[src/rtl/imm_packer.sv]
`default_nettype none
// ============================================================================
// Module      : imm_packer
// Description : Two-stage valid/ready pipeline that packs a signed 32-bit
//               immediate into instruction bits [31:7] for the I/S/U/B/J
//               formats. It flags range, alignment and bad-format errors and
//               counts delivered results that carry an error.
// Ports       : clk, rst_n          - clock, synchronous active-low reset
//               in_valid/in_ready  - request handshake (imm, immsrc)
//               out_valid/out_ready- result handshake (field, err)
//               field[24:0]        - instruction bits [31:7], 0 on error
//               err[2:0]           - {bad format, alignment, range}
//               err_count          - saturating count of errored results
// Revision    : 1.0 - initial release
// ============================================================================
module imm_packer #(
    parameter int CNT_W = 8
) (
    input  logic             clk,
    input  logic             rst_n,
    input  logic             in_valid,
    output logic             in_ready,
    input  logic [31:0]      imm,
    input  logic [2:0]       immsrc,
    output logic             out_valid,
    input  logic             out_ready,
    output logic [24:0]      field,
    output logic [2:0]       err,
    output logic [CNT_W-1:0] err_count
);

    localparam logic [2:0]       c_FMT_I   = 3'd0;
    localparam logic [2:0]       c_FMT_S   = 3'd1;
    localparam logic [2:0]       c_FMT_U   = 3'd2;
    localparam logic [2:0]       c_FMT_B   = 3'd5;
    localparam logic [2:0]       c_FMT_J   = 3'd6;
    localparam logic [CNT_W-1:0] c_CNT_ONE = {{(CNT_W-1){1'b0}}, 1'b1};

    // Stage 1: captured request plus its error flags
    logic        r_s1_valid;
    logic [31:0] r_s1_imm;
    logic [2:0]  r_s1_fmt;
    logic [2:0]  r_s1_err;

    // Stage 2: packed result presented at the output
    logic             r_s2_valid;
    logic [24:0]      r_field;
    logic [2:0]       r_err;
    logic [CNT_W-1:0] r_err_count;

    logic        w_s2_adv;
    logic        w_in_fire;
    logic        w_out_fire;
    logic        w_sext_11;
    logic        w_sext_12;
    logic        w_sext_20;
    logic [2:0]  w_chk_err;
    logic [24:0] w_pack;

    assign w_s2_adv   = !r_s2_valid || out_ready;
    assign in_ready   = !r_s1_valid || w_s2_adv;
    assign w_in_fire  = in_valid && in_ready;
    assign w_out_fire = r_s2_valid && out_ready;

    // The value fits the format's signed field when every bit above the
    // field's sign bit matches it (all ones or all zeros).
    assign w_sext_11 = (&imm[31:11]) || !(|imm[31:11]);
    assign w_sext_12 = (&imm[31:12]) || !(|imm[31:12]);
    assign w_sext_20 = (&imm[31:20]) || !(|imm[31:20]);

    always_comb begin
        w_chk_err = 3'b000;
        case (immsrc)
            c_FMT_I, c_FMT_S: w_chk_err[0] = !w_sext_11;
            c_FMT_U:          w_chk_err[0] = |imm[11:0];
            c_FMT_B: begin
                w_chk_err[0] = !w_sext_12;
                w_chk_err[1] = imm[0];
            end
            c_FMT_J: begin
                w_chk_err[0] = !w_sext_20;
                w_chk_err[1] = imm[0];
            end
            default:          w_chk_err[2] = 1'b1;
        endcase
    end

    // Scatter the immediate bits into their instruction positions; any
    // error suppresses the field so a bad encoding is never emitted.
    always_comb begin
        w_pack = 25'd0;
        case (r_s1_fmt)
            c_FMT_I: w_pack[24:13] = r_s1_imm[11:0];
            c_FMT_S: begin
                w_pack[24:18] = r_s1_imm[11:5];
                w_pack[4:0]   = r_s1_imm[4:0];
            end
            c_FMT_U: w_pack[24:5] = r_s1_imm[31:12];
            c_FMT_B: begin
                w_pack[24]    = r_s1_imm[12];
                w_pack[23:18] = r_s1_imm[10:5];
                w_pack[4:1]   = r_s1_imm[4:1];
                w_pack[0]     = r_s1_imm[11];
            end
            c_FMT_J: begin
                w_pack[24]    = r_s1_imm[20];
                w_pack[23:14] = r_s1_imm[10:1];
                w_pack[13]    = r_s1_imm[11];
                w_pack[12:5]  = r_s1_imm[19:12];
            end
            default: w_pack = 25'd0;
        endcase
        if (|r_s1_err) begin
            w_pack = 25'd0;
        end
    end

    always_ff @(posedge clk) begin
        if (!rst_n) begin
            r_s1_valid  <= 1'b0;
            r_s1_imm    <= 32'd0;
            r_s1_fmt    <= 3'd0;
            r_s1_err    <= 3'd0;
            r_s2_valid  <= 1'b0;
            r_field     <= 25'd0;
            r_err       <= 3'd0;
            r_err_count <= '0;
        end else begin
            if (w_in_fire) begin
                r_s1_valid <= 1'b1;
                r_s1_imm   <= imm;
                r_s1_fmt   <= immsrc;
                r_s1_err   <= w_chk_err;
            end else if (w_s2_adv) begin
                r_s1_valid <= 1'b0;
            end

            // Payload only reloads on a real S1->S2 move so an idle S2
            // never picks up stale S1 contents.
            if (w_s2_adv) begin
                r_s2_valid <= r_s1_valid;
                if (r_s1_valid) begin
                    r_field <= w_pack;
                    r_err   <= r_s1_err;
                end
            end

            if (w_out_fire && (|r_err) && !(&r_err_count)) begin
                r_err_count <= r_err_count + c_CNT_ONE;
            end
        end
    end

    assign out_valid = r_s2_valid;
    assign field     = r_field;
    assign err       = r_err;
    assign err_count = r_err_count;

endmodule
`default_nettype wire

[config.mk]
export PLATFORM = sky130hd
export DESIGN_NAME = imm_packer
export DESIGN_NICKNAME = d
export VERILOG_FILES = /design/src/rtl/imm_packer.sv
export SDC_FILE = /design/constraint.sdc
export NUM_CORES = 1
export LEC_CHECK = 0
export ABC_CLOCK_PERIOD_IN_PS = 1500
export CORE_AREA = 3 3 87 89
export CTS_CLUSTER_SIZE = 8
export DETAILED_ROUTE_END_ITERATION = 6
export DIE_AREA = 0 0 90 92
export PLACE_DENSITY_LB_ADDON = 0.3
export REMOVE_ABC_BUFFERS = 1
export SLEW_MARGIN = 10
export SYNTH_ARGS = -nofsm -noshare
export SYNTH_HDL_FRONTEND = slang
export SYNTH_SLANG_ARGS = --single-unit
[constraint.sdc]
create_clock -name clk -period 1.5 [get_ports clk]
set_input_delay 0.225 -clock clk [delete_from_list [all_inputs] [get_ports clk]]
set_output_delay 0.225 -clock clk [all_outputs]
set_load 0.005 [all_outputs]
======== Word-level counts from Yosys, hierarchy flattened ========
Index checks and enable logic that the tools add are counted.
word-level totals
  flip-flop bits (word level) ............. 76
  bits of input ports ..................... 39
cells by class
  add/subtract/negate cells ............... 1
  equality and inequality tests ........... 8
  multiplexer cells ....................... 10
  reductions and logical operators ........ 37
operators by type and width
  cell                                                 number
  one-hot mux 7 bit (4 select lines)                   1
  two-way mux 25 bit                                   1
  OR reduction 12 bit                                  2
  AND reduction 21 bit                                 1
  OR reduction 21 bit                                  1
  AND reduction 20 bit                                 1
  OR reduction 20 bit                                  1
  one-hot mux 5 bit (3 select lines)                   1
  equality test 3 bit, second input constant           4
  AND reduction 12 bit                                 1
  one-hot mux 5 bit (2 select lines)                   1
  zero test 1 bit                                      9
  adder 8 x 1 -> 8 bit, second input constant          1
  two-way mux 8 bit                                    1
  AND reduction 8 bit                                  1
  OR reduction 2 bit                                   4
  equality test 3 x 1 -> 1 bit, second input constant  2
  equality test 3 x 2 -> 1 bit, second input constant  2
  zero test 3 bit                                      2
  OR reduction 3 bit                                   2
  logical OR 1 bit                                     5
  OR reduction 5 bit                                   1
  logical AND 1 bit                                    4
  two-way mux 1 bit                                    4
  3 further kinds                                      3

======== Depth between registers and ports, before layout ========
  depth after elaboration ................. 5
  mapped depth ............................ 7
  depth with buffers taken out ............ 5

======== Worst setup path after synthesis ========
Ideal clock, no wire load.
  path type ............................... flip-flop to flip-flop
  from .................................... register r_err_count[2], in the netlist err_count[2]
  to ...................................... register r_err_count[6], in the netlist err_count[6]
  setup time .............................. 0.115 ns
  data arrival time ....................... 1.317 ns
  required time ........................... 1.385 ns
  slack ................................... 0.068 ns
  stages on the path, launching flop included .. 6
  path buffers ............................ 0
  clock period less this slack ............ 1.432 ns
  cells stage by stage .................... dfxtp_1 and4_4 a41oi_4 and3_1 xor2_1 and2_1
between the ends
  cells in the longest elaborated chain, start to end .. 3
  elaborated cells between the ends (all ways) .. 4
  those cells by class .................... add/sub (1); reduce/logical (3)
RTL lines
  element                                                       RTL line  source
  start, declared                                               49        logic [CNT_W-1:0] r_err_count;
  start signal, assigned                                        149       r_err_count <= r_err_count + c_CNT_ONE;
  branches (longest 3 deep; another with adder 8 x 1 -> 8 bit)  -
Parallel ways; which one is timed is not known.
A chain may end at the register's enable or synchronous reset.

======== Final worst setup path ========
  from .................................... register r_s2_valid, in the netlist out_valid
  to ...................................... output out_valid
RTL lines
  element                 RTL line  source
  start, declared         46        logic r_s2_valid;
  start signal, assigned  141       r_s2_valid <= r_s1_valid;
  end, declared           25        output logic out_valid,
No word-level cell between the ends.

==> results.yml <==
run_status:
  outcome: "complete, no violations"
yosys:
  ys_seq_area_frac: 0.446
  async_reset_ff_frac: 0
  synth_top_area_frac: 0.446
  synth-compound-area-share: 0.214
  syn_area_mm2: 0.00341
  avgSynthCellArea_um2: 8.70
  syn_inst: 392
  ys_ff_latch: 76
  synthFlopType: "dfxtp_1"
  synthSimpleGateAreaFrac: 0.248
  yosys.cell_count.top_type: "nand2_1"
  synth_top_family_by_area: "simple AND/OR/NAND/NOR gates"
  synth_cell_type_count: 42
  synth_fa_ha_area_frac: 0.00367
  post_synth_mux_area_share: 0.0238
  ys_warn_count: 0
  synth_top_cell_by_area: "dfxtp_1"
  synthXorXnorAreaFrac: 0.0180
  synth-edff-count: 0
  yosys-top-cells-area: "dfxtp_1, nand2_1, a21boi_1, a22oi_1, nor2b_1"
  synth.cells.most_frequent: "nand2_1, dfxtp_1, a21boi_1, nor2b_1, a22oi_1"
grt:
  antenna_found_initial: 0
  grt_max_degree: 33
  grt_pass1_vias: 3179
  track_usage: 0.222
  grt_pass1_wl_um: 15000
  overflow: 0
die:
  core_mm2: 0.00683
  die_y_um: 92
  die-area_mm2: 0.00828
  die_w_um: 90
  num_rows: 30
  pin_count: 77
  initial_core_util: 0.499
placed_design:
  io_buffers: 76
  placed_cell_area_mm2: 0.00454
  dp_cells: 583
  dpl.hpwl_um: 6470
  place_congestion: 0.829
  dpl_worst_slack_ps: -274
finish:
  final_area_mm2: 0.00483
  multi_input_area_mm2: 0.00176
  fin_util: 0.707
  drive_gt1_frac: 0.167
  antennaDiodeCount: 0
  fillCellCount: 567
  layout-area-overhead-vs-synth_pct: 41.5
  regArea_mm2: 0.00154
  finalNetCount: 539
  stdcell_count: 600
pwr:
  peakVddDrop_uv: 557
  p_per_area_mw_per_mm2: 950
  fin_total_pwr_mw: 4.59
  p_leak_nw: 1.88
worst_setup_path:
  required_ps: 1270
  crit_slowest_cell: "clkdlybuf4s50_1"
  arrival_ps: 1250
  worstSetupPathType: "reg -> out"
  r2r_start: "err[1]"
  slowest_delay_ps: 530
  end_kind: "output port"
  r2r-end: "err_count[6]"
  path_buf_inv: 1
  r2r_cells: 5
  cp-start-kind: "flop"
  cp_top_family: "buffers and inverters"
  path_cells: "clkdlybuf4s50_1"
  r2r_slack_ps: 80
  crit_fanout: 4
hold_path:
  hold_path_class: "in -> reg"
  hold_path_end: "r_s1_err[1]"
  whs_path_depth: 2
  holdCritStartpoint: "rst_n"
clocking:
  h-tree-depth: 3
  clk_path_buf_depth: 2
  clock_latency_ps: 350
  path_clk_slew_ps: 80
  root_buffer: "clkbuf_8"
  cts_tree: "yes"
  cts.sinks: 76
  ctsHoldBuffers: 0
  numCtsBuffers: 9
timing:
  setup_tns_ps: 0
  layout_setup_ws_ps: 28.9
  min_period_ps: 1470
  relSlewSlack: 0.765
  finalClockSkew_ps: 7.37
  slew_violations: 0
  max_freq_mhz: 680
  rsz0062_at_grt: "yes"
  setup_viol: 0
  period_share: 0.981
  timing_hold_violations_final: 0
  worstMarginPinSlew_ps: 352
  hold_slack_ps: 228
detailed_routing:
  vias: 3267
  routed_wl_um: 9110
  ant_nets: 0
  initialDrtViolationCount: 138
  vias_per_cell: 5.45
  wl_per_cell_um: 15.2
  firstDrtPassIters: 4
  remaining_drc_errors: 0
run:
  drv_cap: 0
## final cells by class
cell class | count | area share
clock buffers | 10 | 0.0264
clock inverters | 6 | 0.0231
well taps | 96 | 0.0249
repair buffers | 122 | 0.235
multi-input cells | 281 | 0.365
inverters | 9 | 0.00699
flip-flops and latches | 76 | 0.319
## worst max path at each step
stage	to	startpoint	slack (ps)	cells past startpoint
2_1_floorplan	r_s1_err[0]	r_s1_valid	-190	5
3_3_place_gp	r_s1_err[0]	imm[26]	-250	6
3_5_place_dp	r_s1_err[0]	imm[26]	-270	6
4_1_cts	err_count[6]	err[1]	-40	5
5_1_grt	r_s1_imm[19]	r_s1_valid	-10	6
6_report	out_valid	out_valid	30	1
## layer usage
metal / up-vias / wire length [µm] / global-route usage
li1: 1584 / - / -
met1: 1564 / 4000 / 0.283
met2: 107 / 4370 / 0.370
met3: 12 / 589 / 0.0509
met4: 0 / 143 / 0.0765
met5: - / 0 / 0
## layout by cell type, fill, tap and decap left out, types with 7 or more instances in the layout
master           count
nand4_1              7
nor2b_1             29
nand2_1             79
o22ai_1              7
nand3_1             14
a22oi_1             25
mux2i_1              7
a21boi_1            39
dfxtp_1             66
clkdlybuf4s50_1     67
buf_4               43
inv_1                9
dfxtp_2              8
clkbuf_8             9
and2_1               8
## cells by family after synthesis
group                      after synthesis
and+or+nand+nor                        169
AOI/OAI and AO/OA                       96
DFF                                     76
buffers and inverters                   35
muxes                                    8
xor gates and xnor gates                 7
adders and majority gates                1
## state kept, by name (all words and copies together) (netlist names)
name	flops
r_s1_fmt	3
r_s1_err	3
err_count	8
err	3
out_valid	1
r_s1_valid	1
r_s1_imm	32
field	25
## where the power goes
part	leakage [nW]	internal, mW	switching [mW]
clock network	0.117	1.11	0.771
logic	1.14	0.301	0.269
registers	0.625	2.08	0.0521
## what timing repair did
action                                 in CTS  in global routing
setup endpoints to repair                  12                 29
pin swaps                                   0                  2
endpoints found under the hold margin       0                  0
buffers inserted                            1                  0
gates resized for setup                    12                 15
Note: power is estimated with default switching activity, not from simulation.
==> RTL edit, RTL diff (same settings) <==
Set the parameter `CNT_W` to 6 (it was 8).
--- a/src/rtl/imm_packer.sv
+++ b/src/rtl/imm_packer.sv
@@ -14,7 +14,7 @@
 // Revision    : 1.0 - initial release
 // ============================================================================
 module imm_packer #(
-    parameter int CNT_W = 8
+    parameter int CNT_W = 6
 ) (
     input  logic             clk,
     input  logic             rst_n,
Interface: changed (resized err_count); port bits go from 77 to 75. The function was not compared with the original's and may differ.
==> RTL edit against the unedited design <==
Power is 8.6% lower; sequential share of layout area is 0.44 points lower; count of clock-buffer cells in the layout is 1 lower; global-route usage is 0.69 points lower; critical path type unchanged; via count is 2.1% lower; synthesized area is 0.62% lower; critical path depth stayed put; final area is 1.2% lower; wire length is 3.7% lower; setup slack better by 0.0065 ns; register-to-register slack better by 0.03 ns; sequential cell count is 2 lower; largest cell class unchanged.
==> RTL edit: results (changes against the unedited design) <==
----------------------------------------------------
[Setup path]
  Capturing instance or port of the critical path ... err_count[2] (was out_valid)
  Delay of the slowest cell on the worst path ... 0.51 ns (was 0.53 ns)
  Biggest fanout along the worst timing path ... 5 (was 4)
  Reg-to-reg slack, setup ... 0.11 ns (was 0.08 ns)
  Critical path startpoint ... err_count[2] (was out_valid)
  Worst R2R Start ... err_count[0] (was err[1])
  R2R depth ... 6 (was 5)

[Finish]
  Area used by sequential logic in the layout ... 0.001500 mm2 (was 0.001539 mm2)
  Fraction of area in multi-input gates ... 0.3693 (was 0.3648)
  Fraction of area in clock buffers and inverters ... 0.04063 (was 0.04948)
  Number of nets in the finished design ... 528 (was 539)
  Layout cells sized above 1 ... 0.1907 (was 0.1667)

[Drt]
  Routed met1 length ... 3797 um (was 4003 um)
  Vias per Instance ... 5.431 (was 5.445)
  Wire length reported by the detailed router ... 8777 um (was 9110 um)
  Initial DRT Pass Iterations ... 7 (was 4)
  Amount of wire on met2 after detailed routing ... 4152 um (was 4374 um)
  Detailed-routed wire length on met3 ... 623 um (was 589 um)
  Detailed Route Iter0 Violations ... 224 (was 138)

[STA]
  Share of the clock period used by the worst path after layout ... 0.9764 (was 0.9807)

[Placed design]
  Number of port buffers ... 74 (was 76)
  Cell count after placement ... 573 (was 583)
  Setup slack at placement ... -0.3250 ns (was -0.2745 ns)

[Synth]
  Fraction of the mapped netlist area in adder cells ... 0.003690 (was 0.003667)
  Cells taking the most area after synthesis ... dfxtp_1 (44%), nand2_1 (8.7%), nor2b_1 (5.4%), a21boi_1 (4.6%), a21boi_0 (4.4%) (was dfxtp_1 (45%), nand2_1 (8.7%), a21boi_1 (8.6%), a22oi_1 (5.5%), nor2b_1 (5.3%))
  Fraction of the mapped netlist area in compound gates ... 0.2247 (was 0.2138)
  Number of instances in the synthesized netlist ... 383 (was 392)
  Share of cell area taken by muxes after synthesis ... 0.02399 (was 0.02384)
  Cell types with the highest counts after synthesis ... nand2_1 (79), dfxtp_1 (74), nor2b_1 (29) (was nand2_1 (79), dfxtp_1 (76), a21boi_1 (39))

[Global routing]
  Grt met1 use ... 0.2819 (was 0.2826)
  Global-route track usage on met2 ... 0.3466 (was 0.3703)
  Via count of the first global-routing pass ... 2,973 (was 3,179)

[Status]
  Run status ... finished clean (unchanged)

[Power]
  Maximum resistive drop on vdd ... 0.4597 mV (was 0.5566 mV)

[Worst hold path]
  Startpoint of the tightest hold check path ... imm[23] (was rst_n)

[Clock network]
  Number of sinks handled by clock tree synthesis ... 74 (was 76)

----------------------------------------------------
==> RTL edit: power by group <==
part / switching [uW] / internal (uW) / leakage (uW)
clock: 760 / 761 / 0.0000873
sequential: 52.7 / 2030 / 0.000609
combinational: 274 / 314 / 0.00113
total: 1090 / 3100 / 0.00182
==> RTL edit: worst min path at each step <==
stage	slack, ns	endpoint	cells after the start
finish	0.31	r_s1_imm[23]	4
global route	0.33	r_s1_imm[23]	4
CTS	0.33	err_count[1]	2
detailed placement	0.45	r_s1_imm[10]	2
global placement	0.44	r_s1_imm[26]	2
floorplan	0.35	err_count[0]	1
==> RTL edit: metrics by stage <==
stage,hold WS [ns],instance area (um2)
2_1_floorplan,0.3467,3247
3_3_place_gp,0.4413,4523
3_5_place_dp,0.4459,4523
4_1_cts,0.3267,4726
5_1_grt,0.3283,4773
6_report,0.3117,4773
